[config.mk]
export PLATFORM = sky130hd
export DESIGN_NAME = dff_write_arbiter
export DESIGN_NICKNAME = d
export VERILOG_FILES = /design/src/rtl/dff_write_arbiter.sv
export SDC_FILE = /design/constraint.sdc
export NUM_CORES = 1
export LEC_CHECK = 0
export ABC_AREA = 1
export ABC_CLOCK_PERIOD_IN_PS = 3700
export BUFFER_PORTS_ARGS = -buffer_cell sky130_fd_sc_hd__buf_2
export CORE_MARGIN = 5
export CORE_UTILIZATION = 55
export CTS_CLUSTER_DIAMETER = 60
export DETAILED_ROUTE_END_ITERATION = 7
export PLACE_DENSITY_LB_ADDON = 0.05
export RECOVER_POWER = 25
export SLEW_MARGIN = 20
export SYNTH_ARGS = -nofsm -noshare
export SYNTH_HDL_FRONTEND = slang
export SYNTH_HIERARCHICAL = 1
export SYNTH_SLANG_ARGS = --single-unit
export TNS_END_PERCENT = 10
[constraint.sdc]
create_clock -name clk -period 3.7 [get_ports clk]
set_input_delay 1.11 -clock clk [delete_from_list [all_inputs] [get_ports clk]]
set_output_delay 1.11 -clock clk [all_outputs]
set_load 0.02 [all_outputs]
[src/rtl/dff_write_arbiter.sv]
// Round-robin arbiter that owns the single write port of a shared WIDTH-bit register.
// Optional feature: define ARB_LOCK_EN to add the lock port and bounded hold-grant.

module dff_write_arbiter_lane #(
  parameter int WIDTH = 8
) (
  input  logic             req,
  input  logic             gnt,
  input  logic [WIDTH-1:0] wdata,
  output logic             elig,
  output logic [WIDTH-1:0] wsel
);
  // The lane currently holding the grant drops out of the next scan.
  assign elig = req & ~gnt;
  assign wsel = gnt ? wdata : '0;
endmodule

module dff_write_arbiter #(
  parameter int NREQ     = 4,
  parameter int WIDTH    = 8,
  parameter int LOCK_MAX = 4,
  parameter int CNT_W    = 16
) (
  input  logic                     clk,
  input  logic                     reset,
  input  logic [NREQ-1:0]          req,
  input  logic [NREQ*WIDTH-1:0]    wdata,
`ifdef ARB_LOCK_EN
  input  logic [NREQ-1:0]          lock,
`endif
  output logic [NREQ-1:0]          gnt,
  output logic [WIDTH-1:0]         q,
  output logic                     q_valid,
  output logic [$clog2(NREQ)-1:0]  owner,
  output logic                     busy,
  output logic [CNT_W-1:0]         wr_count
);
  localparam int IDW = $clog2(NREQ);

  typedef enum logic {IDLE, GRANT} state_t;

  state_t                        state, state_nx;
  logic [IDW-1:0]                g_idx, g_nx, ptr, ptr_nx, base, win;
  logic [NREQ-1:0]               gnt_nx, elig;
  logic [NREQ-1:0][WIDTH-1:0]    wsel;
  logic [WIDTH-1:0]              gdata;
  logic                          found, wr_done, hold_keep;

  for (genvar i = 0; i < NREQ; i++) begin : g_lane
    dff_write_arbiter_lane #(.WIDTH(WIDTH)) u_lane (
      .req   (req[i]),
      .gnt   (gnt[i]),
      .wdata (wdata[i*WIDTH +: WIDTH]),
      .elig  (elig[i]),
      .wsel  (wsel[i])
    );
  end

  always_comb begin
    gdata = '0;
    for (int i = 0; i < NREQ; i++) gdata |= wsel[i];
  end

  // While granting, the current owner is already the new pointer, so it ends up last.
  assign base = (state == GRANT) ? g_idx : ptr;

  always_comb begin : scan
    int t;
    t     = 0;
    win   = base;
    found = 1'b0;
    for (int k = 1; k <= NREQ; k++) begin
      t = (int'(base) + k) % NREQ;
      if (!found && elig[IDW'(t)]) begin
        found = 1'b1;
        win   = IDW'(t);
      end
    end
  end

`ifdef ARB_LOCK_EN
  localparam int HW = $clog2(LOCK_MAX + 1);
  logic [HW-1:0] hold, hold_nx;

  // hold counts grants to g_idx in the current run, including the one in flight.
  assign hold_keep = (state == GRANT) && lock[g_idx] && (hold < HW'(LOCK_MAX));

  always_comb begin
    hold_nx = '0;
    if (state_nx == GRANT) hold_nx = hold_keep ? hold + 1'b1 : HW'(1);
  end

  always_ff @(posedge clk or posedge reset) begin
    if (reset) hold <= '0;
    else       hold <= hold_nx;
  end
`else
  assign hold_keep = 1'b0;
`endif

  always_comb begin
    state_nx = state;
    gnt_nx   = '0;
    g_nx     = g_idx;
    ptr_nx   = ptr;
    wr_done  = 1'b0;
    case (state)
      IDLE: begin
        if (found) begin
          state_nx    = GRANT;
          gnt_nx[win] = 1'b1;
          g_nx        = win;
        end
      end
      GRANT: begin
        wr_done = 1'b1;
        ptr_nx  = g_idx;
        if (hold_keep) begin
          gnt_nx = gnt;
        end else if (found) begin
          gnt_nx[win] = 1'b1;
          g_nx        = win;
        end else begin
          state_nx = IDLE;
        end
      end
      default: state_nx = IDLE;
    endcase
  end

  always_ff @(posedge clk or posedge reset) begin
    if (reset) begin
      state    <= IDLE;
      gnt      <= '0;
      g_idx    <= '0;
      ptr      <= IDW'(NREQ - 1);
      q        <= '0;
      q_valid  <= 1'b0;
      owner    <= '0;
      wr_count <= '0;
    end else begin
      state   <= state_nx;
      gnt     <= gnt_nx;
      g_idx   <= g_nx;
      ptr     <= ptr_nx;
      q_valid <= wr_done;
      if (wr_done) begin
        q     <= gdata;
        owner <= g_idx;
        if (wr_count != '1) wr_count <= wr_count + 1'b1;
      end
    end
  end

  assign busy = (state == GRANT);

endmodule

==> impl_metrics.yaml, run 1 <==
clock_network:
  post_cts_clock_slew_at_the_launch_and_capture_registers_of_the_worst_setup_and_hold_paths_ns: 0.07
  cts_hold_repair.buffers: 0
  cts-htree-levels: 2
  cts.repair.resized: 0
  cts-buffers-inserted: 5
  insertion_delay_ns: 0.28
  clockRootBuffer: "clkbuf_8"
  clock_tree.buffer_depth: 2
  cts_tree: "yes"
  cts_num_sinks: 36
  cts_setup_buffers: 0
logic_synthesis:
  synthesis.area_per_instance_um2: 7.50
  synth_edf_count: 0
  yosys.area.top_type: "dfrtp_1"
  ys.warnings.count: 6
  seq_area_frac_synth_pct: 39.8
  synth_top_family_by_area: "simple AND/OR/NAND/NOR gates"
  synth_simple_gate_area_share_pct: 38.4
  ys_ff_latch: 36
  area_share_of_fa_ha_maj_cells_after_synthesis_pct: 0.551
  yosysMostFrequentCell: "nand2_1"
  netlist_top_cells_area: "dfrtp_1, nand2_1, inv_1"
  synth_area_mm2: 0.00227
  synth_compound_gate_area_share_pct: 3.14
  post_synth_mux_area_share_pct: 0
  ys_types: 27
  async_reset_ff_share_pct: 100
  synth_xor_xnor_area_share_pct: 5.78
  number_of_cells_produced_by_synthesis: 303
  synth.cells.most_frequent: "nand2_1, inv_1, dfrtp_1, nor2_1, nand3_1"
  synth_top_area_share_pct: 37.4
  synth_flop_cell: "dfrtp_1"
  synth.net_count: 342
placed_design:
  detailed_place_hpwl_mm: 3.82
  place_congestion: 0.855
  io_buf_count: 69
global_routing:
  grt_start_max_net_pins: 37
  grt_pass1_vias: 1812
  number_of_antenna_violations_at_the_first_check_in_global_routing: 0
  grt_pass1_wl_mm: 8.31
  global_route.usage.total_pct: 19.2
  grt_overflow_total: 0
routing:
  wl_mm: 4.98
  drt_first_iter_violations: 94
  via_per_inst: 4.75
  drc_errors_left: 0
  vias: 2008
  drt-wirelength-per-cell_um: 11.8
  detailedRoute.firstPassIterationCount: 4
  antenna_violating_nets_post_route: 0
power_and_ir_drop:
  leakage_nw: 1.62
  power_per_cell_area_mw_per_mm2: 822
  irDropWorstVdd_v: 0.000687
critical_path:
  setup.worst_path.class: "flip-flop to flip-flop"
  max_stage_delay_ns: 0.69
  critical_path.most_common_cell: "nand2_1"
  timing.critical_path.cells: "clkinvlp_2 -> nand2_4 -> nand2_8 -> nand2_1 -> nand3_1 -> nand2_2 -> inv_2 -> nand2_2 -> nand2_1 -> nand3_1 -> nand2_1 -> nor2_1"
  worst-endpoint-arrival_ns: 2.82
  critical_path.slowest_cell: "clkinvlp_2"
  worst_setup_path_end_kind: "flip-flop"
  crit_path_start_kind: "flip-flop"
  path_max_fanout: 20
  critPathRequiredTime_ns: 3.90
timing:
  pins_over_their_slew_limit: 0
  fmax_mhz: 381
  final-setup-viol-count: 0
  report.final.hold_viol_count: 0
  worst_pin_slew_ns: 0.681
  min_period_over_period_pct: 70.8
  max_slew_margin_pct: 54.4
  setup_tns_ns: 0
  fin_worst_skew_ns: 0.00541
  post-route-min-period_ns: 2.62
  grt_setup_unrepaired: "no"
die:
  initial_cell_density_of_the_core_pct: 56.8
  die-width_um: 74.3
  io_pins: 70
  core_region_area_mm2: 0.00400
  floorplan.rows: 23
  floorplan.die_area_mm2: 0.00552
  die-height_um: 74.3
cells_and_area:
  layout-drive-gt1-share_pct: 29.0
  final_util_pct: 67.2
  flow.area_growth_from_synthesis_pct: 18.3
  insertedDiodeCount: 0
  nets: 411
  fillers: 367
run_status:
  run_status: "complete, no violations"
flow_run:
  max-cap-violations: 0
min_path:
  worstHoldPathType: "flip-flop to flip-flop"
-- flip-flops by register name, summed over array words and instances, names as in the netlist --
name      count
wr_count     16
q             8
gnt           4
g_idx         2
owner         2
ptr           2
busy          1
q_valid       1
-- path summary, 6_finish.rpt --
kind / from / to / slack, ns / cells after the start
setup / recovery: busy / gnt[2] / 1.08 / 12
hold / removal: owner[0] / owner[0] / 0.47 / 2
setup reg to reg: busy / gnt[2] / 1.08 / 12
hold reg to reg: owner[0] / owner[0] / 0.47 / 2
max in group asynchronous: reset / ptr[0] / 2.43 / 3
min in group asynchronous: reset / wr_count[5] / 0.93 / 3
-- critical path, delay by kind of cell, from the launching register on --
| kind | cells | cell delay [ns] |
|---|---|---|
| buf+inv | 2 | 0.75 |
| flops | 1 | 0.58 |
| simple gates | 10 | 1.20 |
-- metrics by stage --
stage               power, mW  instances  hold slack, ns  setup slack, ns  instance area (µm²)
detailed placement       1.95        415           0.458             1.45                 2610
floorplan                1.69        303           0.469             1.63                 2270
finish                   2.21        423           0.470             1.08                 2690
global route             2.42        423           0.504            0.758                 2690
global placement         1.92        415           0.456             1.47                 2610
CTS                      2.25        423           0.474             1.40                 2700
-- power by group --
group / internal [mW] / leakage [nW] / switching [mW] / total [mW]
Combinational: 0.419 / 1.12 / 0.809 / 1.23
Sequential: 0.549 / 0.446 / 0.152 / 0.702
Clock: 0.152 / 0.0455 / 0.129 / 0.281
Total: 1.12 / 1.62 / 1.09 / 2.21
-- cells in the final DEF, fill, tap and decap left out, types with 2 or more instances in the layout --
cell type	netlist	routed
nand3_1	20	20
dfrtp_1	34	34
nand2_1	98	98
nand2_4	10	10
buf_2	1	69
xnor2_1	7	7
inv_2	5	5
nand2_2	9	9
o21ai_0	10	11
nand4_1	2	2
xor2_1	8	8
clkbuf_1	1	2
dfstp_2	2	2
clkbuf_8	0	6
nor4_1	9	9
nor2_1	23	23
inv_1	48	48
-- layer usage --
| metal | part of all wire (%) | vias up | track usage [%] |
|---|---|---|---|
| li1 | - | 1051 | - |
| met1 | 47 | 900 | 26.9 |
| met2 | 45 | 55 | 31.1 |
| met3 | 7.9 | 2 | 4.32 |
| met4 | 0.50 | 0 | 3.56 |
| met5 | 0 | - | 0 |
-- area by class of cell --
cell class	count	area [µm²]	share of cell area (%)
clock buffers	8	90.1	3.35
inverters	54	204	7.58
multi-input cells	205	1080	40.0
flip-flops and latches	36	903	33.6
well taps	50	62.6	2.33
repair buffers	70	353	13.1
-- cell families after synthesis --
group / count (synthesis)
AO/OA/AOI/OAI: 12
XOR/XNOR: 15
adder cells (fa/ha/maj): 1
buffers and inverters: 62
flip-flops: 36
AND/OR/NAND/NOR: 177
Note: power is estimated with default switching activity, not from simulation.
==> run 2: changes to the inputs <==
- ABC_CLOCK_PERIOD_IN_PS: 3700 -> 2100
- CORE_UTILIZATION: 55 -> 46
- clock period: 3.7 -> 2.1 ns (I/O delays scaled with it)
==> run 2 against run 1 <==
  * Largest cell class unchanged
  * Die area grew 17%
  * Maximum frequency rose by 42%
  * Worst hold slack better by 0.014 ns
  * Power up 79%
  * Core utilization fell by 9.3 points
==> impl_metrics.yaml, run 2 (synthesized netlist as in run 1, its figures left out) <==
timing:
  max_slew_margin_pct: 40.8
  fmax_mhz: 542
  grt_setup_unrepaired: "no"
  setup_tns_ns: 0
  min_period_over_period_pct: 87.9
  pins_over_their_slew_limit: 0
  post-route-min-period_ns: 1.85
  worst_pin_slew_ns: 0.888
  report.final.hold_viol_count: 0
  fin_worst_skew_ns: 0.00864
  final-setup-viol-count: 0
  layout_setup_ws_ns: 0.255
die:
  io_pins: 70
  die-height_um: 80.3
  floorplan.rows: 25
  die-width_um: 80.3
  core_region_area_mm2: 0.00475
  initial_cell_density_of_the_core_pct: 47.8
  floorplan.die_area_mm2: 0.00644
critical_path:
  timing.critical_path.cells: "inv_4 -> nand2_4 -> nand2_8 -> nand2_1 -> nand2_1 -> inv_1 -> nand2_4 -> nand2_4 -> nand3_2 -> inv_1 -> nand2_1 -> nand3_1 -> nand2_1"
  crit_buf_inv: 3
  critical_path.slowest_cell: "dfrtp_1"
  crit_path_start_kind: "flip-flop"
  critPathRequiredTime_ns: 2.27
  max_stage_delay_ns: 0.64
  worst_setup_path_end_kind: "flip-flop"
  critical_path.top_delay_family: "simple AND/OR/NAND/NOR gates"
  worst-endpoint-arrival_ns: 2.02
  path_max_fanout: 9
  setup.worst_path.class: "flip-flop to flip-flop"
  critical_path.most_common_cell: "nand2_1"
  regToRegStartpoint: "busy"
  critical_path.startpoint: "busy"
clock_network:
  cts_num_sinks: 36
  cts.repair.resized: 0
  clock_tree.buffer_depth: 2
  post_cts_clock_slew_at_the_launch_and_capture_registers_of_the_worst_setup_and_hold_paths_ns: 0.07
  cts_tree: "yes"
  cts-htree-levels: 2
  cts_hold_repair.buffers: 0
  insertion_delay_ns: 0.28
  cts_setup_buffers: 0
  cts-buffers-inserted: 5
  clockRootBuffer: "clkbuf_8"
global_routing:
  number_of_antenna_violations_at_the_first_check_in_global_routing: 0
  grt_pass1_vias: 1819
  grt_start_max_net_pins: 37
  grt_overflow_total: 0
  grt_pass1_wl_mm: 8.47
  global_route.usage.total_pct: 16.6
cells_and_area:
  insertedDiodeCount: 0
  nets: 415
  layout-drive-gt1-share_pct: 30.2
  fillers: 503
  top_register: "wr_count"
  flow.area_growth_from_synthesis_pct: 21.2
  largest_register_ffs: 16
  top_regs: "wr_count (16), q (8), gnt (4)"
  layout_commonest_cell: "nand2_1"
  commonest_cells_after_routing_fill_and_taps_aside: "nand2_1, buf_2, inv_1"
min_path:
  worstHoldPathType: "flip-flop to flip-flop"
  holdCritStartpoint: "q[6]"
placed_design:
  dp_slack_ns: 0.242
  place_congestion: 0.866
  detailed_place_hpwl_mm: 4.02
  io_buf_count: 69
routing:
  drt-wirelength-per-cell_um: 11.6
  detailedRoute.firstPassIterationCount: 4
  via_per_inst: 4.52
  antenna_violating_nets_post_route: 0
  drt_first_iter_violations: 93
  wl_mm: 5.15
  drc_errors_left: 0
  vias: 2006
power_and_ir_drop:
  leakage_nw: 1.64
  power_per_cell_area_mw_per_mm2: 1430
  totalPowerFinal_mw: 3.95
  irDropWorstVdd_v: 0.00105
run_status:
  run_status: "complete, no violations"
flow_run:
  max-cap-violations: 0
-- run 2: path summary, 6_finish.rpt --
| kind | depth (start not counted) | slack (ns) | to |
|---|---|---|---|
| setup / recovery | 13 | 0.25 | g_idx[1] |
| hold reg to reg | 2 | 0.48 | q[6] |
| max in group asynchronous | 3 | 0.94 | wr_count[14] |
| setup reg to reg | 13 | 0.25 | g_idx[1] |
| min in group asynchronous | 3 | 0.60 | wr_count[7] |
| hold / removal | 2 | 0.48 | q[6] |
-- run 2: cell type report --
class	instances	area [µm²]	area share [%]
clock buffers	7	86.3	3.13
clock inverters	1	7.51	0.273
repair buffers	74	380	13.8
multi-input cells	205	1090	39.5
well taps	67	83.8	3.04
flip-flops and latches	36	903	32.8
inverters	54	205	7.45
-- run 2: through the flow --
stage	hold slack [ns]	utilization, %	cells	instance area, µm²
2_1_floorplan	0.469	-	303	2270
3_3_place_gp	0.462	56.0	436	2660
3_5_place_dp	0.470	56.0	436	2660
4_1_cts	0.453	58.0	444	2760
5_1_grt	0.518	57.9	444	2750
6_report	0.484	57.9	444	2750
-- run 2: worst register-to-register path, delay by kind of cell, from the launching register on --
| family | cells | cell delay (ns) |
|---|---|---|
| flops | 1 | 0.64 |
| simple gates | 10 | 0.80 |
| buf+inv | 3 | 0.29 |
-- run 2: per-layer routing --
metal | GRT usage [%] | share of wire (%) | up-vias
met5 | 0 | 0 | -
met4 | 3.55 | 0.45 | 0
met3 | 4.71 | 6.5 | 2
met2 | 26.2 | 44 | 54
met1 | 22.6 | 49 | 892
li1 | - | - | 1058
-- run 2: report_power, final --
part | internal (mW) | leakage, nW | switching (mW)
registers | 0.968 | 0.446 | 0.240
clock network | 0.266 | 0.0445 | 0.241
logic | 0.776 | 1.15 | 1.46
total | 2.01 | 1.64 | 1.94
==> run 3: changes to the inputs <==
- CTS_BUF_LIST: not set -> sky130_fd_sc_hd__clkbuf_16
==> run 3 against run 2 <==
  * Non-clock buffer count stayed put
  * Register-to-register slack barely moved
  * Combinational power about the same
  * First-iteration DRC count shrank 26%
  * Largest power group unchanged
  * Sequential share of layout area down 0.54 points
  * Design area increased by 1.7%
  * Routed wire length is essentially flat
  * Highest routed layer unchanged
==> impl_metrics.yaml, run 3 (synthesized netlist as in run 1, its figures left out) <==
run_status:
  run_status: "complete, no violations"
timing:
  final-setup-viol-count: 0
  min_period_over_period_pct: 88.3
  setup_tns_ns: 0
  fin_worst_skew_ns: 0.00675
  max_slew_margin_pct: 41.2
  post-route-min-period_ns: 1.86
  fmax_mhz: 539
  pins_over_their_slew_limit: 0
  grt_setup_unrepaired: "no"
  report.final.hold_viol_count: 0
  worst_pin_slew_ns: 0.882
clock_network:
  post_cts_clock_slew_at_the_launch_and_capture_registers_of_the_worst_setup_and_hold_paths_ns: 0.05
  clockRootBuffer: "clkbuf_16"
  cts_num_sinks: 36
  clock_tree.buffer_depth: 2
  cts_tree: "yes"
  cts-htree-levels: 2
  cts-buffers-inserted: 5
  cts_setup_buffers: 0
  insertion_delay_ns: 0.28
  cts_hold_repair.buffers: 0
  cts.repair.resized: 0
cells_and_area:
  layout-drive-gt1-share_pct: 30.0
  insertedDiodeCount: 0
  top_regs: "wr_count (16), q (8), gnt (4)"
  layout_commonest_cell: "nand2_1"
  final_util_pct: 58.9
  largest_register_ffs: 16
  fillers: 507
  commonest_cells_after_routing_fill_and_taps_aside: "nand2_1, buf_2, inv_1"
  nets: 415
  top_register: "wr_count"
  flow.area_growth_from_synthesis_pct: 23.2
  layout.cell_area.non_filler_mm2: 0.00280
placed_design:
  io_buf_count: 69
  place_congestion: 0.866
  detailed_place_hpwl_mm: 4.02
  post_dp_cell_area_mm2: 0.00266
routing:
  via_per_inst: 4.52
  antenna_violating_nets_post_route: 0
  detailedRoute.firstPassIterationCount: 4
  vias: 2009
  drt-wirelength-per-cell_um: 11.6
  wl_mm: 5.14
  drc_errors_left: 0
  drt_first_iter_violations: 69
global_routing:
  grt_overflow_total: 0
  grt_pass1_vias: 1842
  global_route.usage.total_pct: 16.7
  number_of_antenna_violations_at_the_first_check_in_global_routing: 0
  grt_start_max_net_pins: 37
  grt_pass1_wl_mm: 8.53
critical_path:
  setup.worst_path.class: "flip-flop to flip-flop"
  worst-endpoint-arrival_ns: 2.02
  path_max_fanout: 9
  worst_setup_path_end_kind: "flip-flop"
  critPathRequiredTime_ns: 2.26
  crit_path_start_kind: "flip-flop"
power_and_ir_drop:
  leakage_nw: 1.67
  irDropWorstVdd_v: 0.000988
  power_per_cell_area_mw_per_mm2: 1480
  totalPowerFinal_mw: 4.14
min_path:
  worstHoldPathType: "flip-flop to flip-flop"
die:
  io_pins: 70
  die-height_um: 80.3
  die-width_um: 80.3
  floorplan.rows: 25
  initial_cell_density_of_the_core_pct: 47.8
  floorplan.die_area_mm2: 0.00644
  core_region_area_mm2: 0.00475
flow_run:
  max-cap-violations: 0
[run 3: cell types whose count changed in the layout (fill, tap and decap cells not counted), sizes merged]
| cell | delta |
|---|---|
| clkbuf | -2 |
| clkinv | +1 |
| inv | +1 |
[run 3: through the flow]
stage | worst slack (ns) | hold slack [ns] | instances
final | 0.245 | 0.481 | 444
after CTS | 0.219 | 0.472 | 444
after global placement | 0.241 | 0.462 | 436
after detailed placement | 0.242 | 0.470 | 436
after floorplan | 0.392 | 0.469 | 303
after global routing | 0.0340 | 0.513 | 444
[run 3: final timing paths]
| kind | to | slack (ns) | startpoint | cells after the start |
|---|---|---|---|---|
| worst max-delay path | g_idx[1] | 0.24 | busy | 11 |
| worst min-delay path | q[6] | 0.48 | q[6] | 2 |
| worst max register to register | g_idx[1] | 0.24 | busy | 11 |
| worst min register to register | q[6] | 0.48 | q[6] | 2 |
| max in group asynchronous | wr_count[14] | 0.93 | reset | 3 |
| min in group asynchronous | wr_count[7] | 0.61 | reset | 3 |
[run 3: worst max-delay path: stages, from the launching register on]
cell and delay (ns):
dfrtp_1 0.63, nand2_1 0.20, o21ai_4 0.14, nand2_1 0.09, nand2_2 0.12, nand2_2 0.07
nand2_4 0.11, nand3_2 0.09, inv_1 0.08, nand2_1 0.06, nand3_1 0.09, nand2_1 0.05
[run 3: layout make-up]
| class | count | area [µm²] | share of cell area (%) |
|---|---|---|---|
| multi-input combinational | 205 | 1090 | 38.8 |
| sequential | 36 | 903 | 32.3 |
| timing repair buffer | 74 | 380 | 13.6 |
| inverter | 54 | 205 | 7.33 |
| clock buffer | 5 | 125 | 4.47 |
| tap | 67 | 83.8 | 2.99 |
| clock inverter | 3 | 15.0 | 0.536 |
[run 3: per-layer routing]
metal	share of wire (%)	global-route usage, %
met5	0	0
met4	0.82	4.56
met3	5.7	3.70
met2	44	26.2
met1	50	22.9
[run 3: report_power, final]
group	switching [mW]	internal, mW
Clock	0.266	0.430
Combinational	1.46	0.776
Sequential	0.239	0.970
